### config.mk
export PLATFORM = sky130hd
export DESIGN_NAME = sonic_echo_responder
export DESIGN_NICKNAME = d
export VERILOG_FILES = /design/src/rtl/sonic_echo_responder.sv
export SDC_FILE = /design/constraint.sdc
export NUM_CORES = 1
export LEC_CHECK = 0
export CAP_MARGIN = 0
export CORE_MARGIN = 3
export CORE_UTILIZATION = 55
export CTS_CLUSTER_SIZE = 14
export DETAILED_ROUTE_END_ITERATION = 16
export PLACE_DENSITY = 0.74
export SYNTH_ARGS = -nofsm -noshare
export SYNTH_HDL_FRONTEND = slang
export SYNTH_SLANG_ARGS = --single-unit
### constraint.sdc
create_clock -name clk -period 4.05 [get_ports clk]
set_clock_uncertainty 0.1 [all_clocks]
set_input_delay 0.6075 -clock clk [delete_from_list [all_inputs] [get_ports clk]]
set_output_delay 0.6075 -clock clk [all_outputs]
set_load 0.1 [all_outputs]
### src/rtl/sonic_echo_responder.sv
// HC-SR04-style responder: Trig in (2-flop synchronised), Echo out whose width encodes distance_cm.
// Echo rises ECHO_DELAY_CYC cycles after an accepted Trig fall; optional range jitter under `ifdef ECHO_JITTER_EN.
// No backpressure: Trig is ignored while a measurement is busy; a too-short Trig pulses trig_err.
module sonic_echo_responder #(
    parameter int TRIG_MIN_CYC   = 1000,
    parameter int ECHO_DELAY_CYC = 50000,
    parameter int CYC_PER_CM     = 5800,
    parameter int MAX_CM         = 400,
    parameter int TIMEOUT_CYC    = 3800000,
    parameter int HOLDOFF_CYC    = 1000000
) (
    input  logic       clk,
    input  logic       rst,
    input  logic       trig,
    input  logic [8:0] distance_cm,
    output logic       echo,
    output logic       busy,
    output logic       trig_err
);

    function automatic int max2(input int a, input int b);
        return (a > b) ? a : b;
    endfunction

    // One shared down-counter serves delay, cm sub-period (plus jitter), timeout and holdoff.
    localparam int CNT_MAX = max2(max2(TIMEOUT_CYC, HOLDOFF_CYC), max2(ECHO_DELAY_CYC, 2 * CYC_PER_CM));
    localparam int CNT_W   = $clog2(CNT_MAX + 1);
    localparam int WID_W   = $clog2(TRIG_MIN_CYC + 1);
    localparam int CM_W    = $clog2(MAX_CM + 1);

    typedef enum logic [2:0] {IDLE, TRIG_HI, DELAY, ECHO, HOLDOFF} state_t;

    state_t            state;
    logic              trig_m, trig_s, trig_s_d;
    logic [WID_W-1:0]  wcnt;
    logic [CNT_W-1:0]  cnt;
    logic [CM_W-1:0]   cm_cnt;
    logic [8:0]        latched_cm;
    logic              tmo;
    logic              cm_valid;
    logic [CNT_W-1:0]  jit_add;

    assign cm_valid = (latched_cm != 9'd0) && (latched_cm <= 9'(MAX_CM));

`ifdef ECHO_JITTER_EN
    logic [7:0] lfsr;
    assign jit_add = CNT_W'((32'(lfsr[3:0]) * 32'(CYC_PER_CM)) >> 4);
`else
    assign jit_add = '0;
`endif

    always_ff @(posedge clk) begin
        if (rst) begin
            state      <= IDLE;
            trig_m     <= 1'b0;
            trig_s     <= 1'b0;
            trig_s_d   <= 1'b0;
            wcnt       <= '0;
            cnt        <= '0;
            cm_cnt     <= '0;
            latched_cm <= '0;
            tmo        <= 1'b0;
            echo       <= 1'b0;
            busy       <= 1'b0;
            trig_err   <= 1'b0;
`ifdef ECHO_JITTER_EN
            lfsr       <= 8'hA5;
`endif
        end else begin
            trig_m   <= trig;
            trig_s   <= trig_m;
            trig_s_d <= trig_s;
            trig_err <= 1'b0;
            case (state)
                IDLE: begin
                    // Edge, not level: a Trig still high when holdoff ends is not a new request.
                    if (trig_s && !trig_s_d) begin
                        state <= TRIG_HI;
                        busy  <= 1'b1;
                        wcnt  <= WID_W'(1);
                    end
                end
                TRIG_HI: begin
                    if (trig_s) begin
                        if (wcnt != WID_W'(TRIG_MIN_CYC)) wcnt <= wcnt + WID_W'(1);
                    end else if (wcnt == WID_W'(TRIG_MIN_CYC)) begin
                        state      <= DELAY;
                        latched_cm <= distance_cm;
                        cnt        <= CNT_W'(ECHO_DELAY_CYC - 1);
`ifdef ECHO_JITTER_EN
                        lfsr       <= {lfsr[6:0], lfsr[7] ^ lfsr[5] ^ lfsr[4] ^ lfsr[3]};
`endif
                    end else begin
                        state    <= IDLE;
                        busy     <= 1'b0;
                        trig_err <= 1'b1;
                    end
                end
                DELAY: begin
                    if (cnt == '0) begin
                        state <= ECHO;
                        echo  <= 1'b1;
                        if (cm_valid) begin
                            tmo    <= 1'b0;
                            cm_cnt <= CM_W'(latched_cm);
                            cnt    <= CNT_W'(CYC_PER_CM - 1) + jit_add;
                        end else begin
                            tmo <= 1'b1;
                            cnt <= CNT_W'(TIMEOUT_CYC - 1);
                        end
                    end else begin
                        cnt <= cnt - CNT_W'(1);
                    end
                end
                ECHO: begin
                    if (cnt != '0) begin
                        cnt <= cnt - CNT_W'(1);
                    end else if (tmo || cm_cnt == CM_W'(1)) begin
                        state <= HOLDOFF;
                        echo  <= 1'b0;
                        cnt   <= CNT_W'(HOLDOFF_CYC - 1);
                    end else begin
                        cm_cnt <= cm_cnt - CM_W'(1);
                        cnt    <= CNT_W'(CYC_PER_CM - 1);
                    end
                end
                HOLDOFF: begin
                    if (cnt == '0) begin
                        state <= IDLE;
                        busy  <= 1'b0;
                    end else begin
                        cnt <= cnt - CNT_W'(1);
                    end
                end
                default: begin
                    state <= IDLE;
                    echo  <= 1'b0;
                    busy  <= 1'b0;
                end
            endcase
        end
    end

endmodule

==> flow_summary_export.csv <==
group,metric,value,unit
global_routing,grt_start_max_net_pins,51,
drt,drt_iter0_drc,385,
clock_tree,clk_pin_slew_worst_paths,0.07,ns
synthesis,synthesis.instances,417,
critical_path,crit_arrival,2.87,ns
critical_path,r2r_slack,1.29,ns
job,cap_violations,0,
critical_path,worstRegToRegCells,6,
critical_path,critPathKind,"reg2reg",
final_layout,area_delta_synth_final,10.1,%
placement,gp_congestion,0.940,
synthesis,syn_area_per_cell,8.05,um2
critical_path,crit_required,4.17,ns
final_layout,drive_gt1_share,9.79,%
clock_tree,clock_tree.buffer_depth,2,
sta,fin_crit_sh,68.1,%
placement,numPortBuffers,14,
floorplanning,die_area,0.00708,mm2
placement,hpwl,5950,um
min_path,hp-class,"reg2reg",
synthesis,synthArstFlopShare,0,%
global_routing,grt_pass1_wl,14400,um
placement,place_inst,485,
critical_path,end_kind,"flip-flop",
sta,setup-violations-final,0,
min_path,hold_end,"trig_s",
clock_tree,hold_buffers,0,
clock_tree,cts_sinks,60,
power,leakagePower,1.34,nW
synthesis,synth-edff-count,0,
sta,fin_crit,2.76,ns
global_routing,grt_overflow,0,
floorplanning,core,0.00571,mm2
drt,routed_wl,8700,um
sta,fmaxAchievable,0.362,GHz
final_layout,regArea,0.00120,mm2
global_routing,grt_use_total,25.1,%
synthesis,yosysSeqAreaShare,35.8,%
critical_path,critPathLaunchType,"flip-flop",
sta,finalSetupTns,0,ns
floorplanning,io_pins,15,
floorplanning,rows,27,
final_layout,antenna_cells,0,
sta,slew_headroom,33.5,%
global_routing,antenna_found_initial,0,
sta,hold_violations,0,
synthesis,synth_nets,435,
final_layout,multi_input_area,0.00201,mm2
synthesis,yosys_warnings,0,
final_layout,final_common_cell,"dfxtp_1",
clock_tree,tritoncts,"yes",
final_layout,nets,442,
status,status,"finished, final reports clean",
placement,place_ws,1.35,ns
critical_path,crit_slowest_cell,"dfxtp_1",
final_layout,nFillCells,507,
clock_tree,root_buffer,"clkbuf_8",
synthesis,ys_types,66,
critical_path,reg2reg_to,"cnt[20]",
floorplanning,die_w,84.1,um
drt,drt-wirelength-per-cell,17.4,um
drt,postRouteAntennaNets,0,
synthesis,synthFlopType,"dfxtp_1",
floorplanning,die_y,84.1,um
synthesis,yosys_register_bits,60,
critical_path,critPathMaxStageDelay,0.71,ns
clock_tree,ctsHtreeMaxLevel,3,
critical_path,r2r-start,"state[0]",
drt,vias,3254,
critical_path,crit_chain,"or3b_4 -> or4_4 -> nand2_2 -> nor2_1 -> o21ai_0 -> a31oi_1",
drt,firstDrtPassIters,5,
sta,holdWs,0.354,ns
final_layout,layout_common_cells,"dfxtp_1, nor2_1, a21oi_1, nand2_1, o21ai_0",
synthesis,yosysTopAreaCell,"dfxtp_1",
min_path,hold_depth,1,
min_path,hold_path.startpoint,"trig_m",
floorplanning,initial_utilization,58.8,%
global_routing,grt_pass1_vias,2910,
final_layout,fin_cells,501,
sta,rsz0062_at_grt,"no",
power,ir_drop,0.000261,V
drt,drc,0,
critical_path,critPathMaxFanout,18,
drt,vias_per_cell,6.50,
synthesis,yosysTopAreaCellShare,35.8,%
power,power_density,333,mW/mm2
synthesis,syn-cell-area,0.00336,mm2
sta,drv_slew,0,
clock_tree,insertion_delay,0.35,ns
clock_tree,cts_setup_buffers,0,
sta,worst_slew_pin_slew,0.993,ns
synthesis,synthTopCellsByArea,"dfxtp_1, nor2_1, a21oi_1",
clock_tree,post_cts_resized,0,
clock_tree,cts_inserted_buffers,9,
sta,finalWorstSetupSlack,1.29,ns
## synthesized netlist by cell type (all sizes together) (5+ instances only)
cell type and number:
or4 5, a211oi 6, nor2 55, nor2b 6
dfxtp 60, inv 11, clkbuf 12, mux2i 9
or3 6, buf 8, nor3b 6, or2 5
nand3 13, a21oi 31, nand2 30, ha 6
o21ai 27, nor4 15, a31oi 10, nor3 23
## layout make-up
cell class                      instances  share of cell area (%)
Tap cell                               72                    2.44
Sequential cell                        60                    32.5
Timing Repair Buffer                   16                    4.06
Clock inverter                          6                    1.73
Inverter                               12                    1.22
Clock buffer                           10                    3.72
Multi-Input combinational cell        325                    54.3
## registers in the layout (all words and copies together) (netlist names)
signal      flops
trig_m          1
busy            1
trig_s          1
trig_s_d        1
state           3
echo            1
wcnt           10
latched_cm      9
trig_err        1
cnt            22
cm_cnt          9
tmo             1
## report_power, final
| part | total [mW] | leakage [nW] | switching, mW | internal (mW) |
|---|---|---|---|---|
| sequential | 0.606 | 0.484 | 0.0110 | 0.595 |
| combinational | 0.0763 | 0.758 | 0.0472 | 0.0290 |
| clock | 0.547 | 0.0983 | 0.248 | 0.299 |
| total | 1.23 | 1.34 | 0.306 | 0.923 |
## worst max-delay path by stage
| stage | startpoint | to | cells past startpoint |
|---|---|---|---|
| final | state[0] | cnt[20] | 6 |
| after global routing | state[0] | cnt[18] | 6 |
| after CTS | state[0] | cnt[20] | 6 |
| after detailed placement | state[0] | cnt[20] | 6 |
| after global placement | state[0] | cnt[4] | 5 |
| after floorplan | wcnt[0] | cnt[4] | 8 |
## critical path: cells and delay by family, from the launching register on
kind	cells	cell delay [ns]
compound gates	2	0.35
simple gates	4	1.45
flops	1	0.71
## per-layer routing
metal	share of wire, %	GRT usage [%]
met5	0	0
met4	2.3	9.94
met2	43	36.4
met1	46	34.7
met3	9.0	7.60
## cells by family after synthesis
| family | after synthesis | synth area share [%] |
|---|---|---|
| buffers and inverters | 32 | 4.40 |
| flip-flops | 60 | 35.8 |
| AO/OA/AOI/OAI | 111 | 21.8 |
| multiplexers | 9 | 2.68 |
| adder cells (fa/ha/maj) | 6 | 2.24 |
| AND/OR/NAND/NOR | 191 | 31.0 |
| XOR/XNOR | 8 | 2.09 |
## through the flow
step / total power, mW / area, um2 / util, %
detailed placement: 0.693 / 3490 / 61.2
CTS: 1.24 / 3700 / 64.7
floorplan: 0.669 / 3360 / -
finish: 1.23 / 3700 / 64.7
global placement: 0.692 / 3490 / 61.2
global route: 1.28 / 3700 / 64.7
Note: power is estimated with default switching activity, not from simulation.
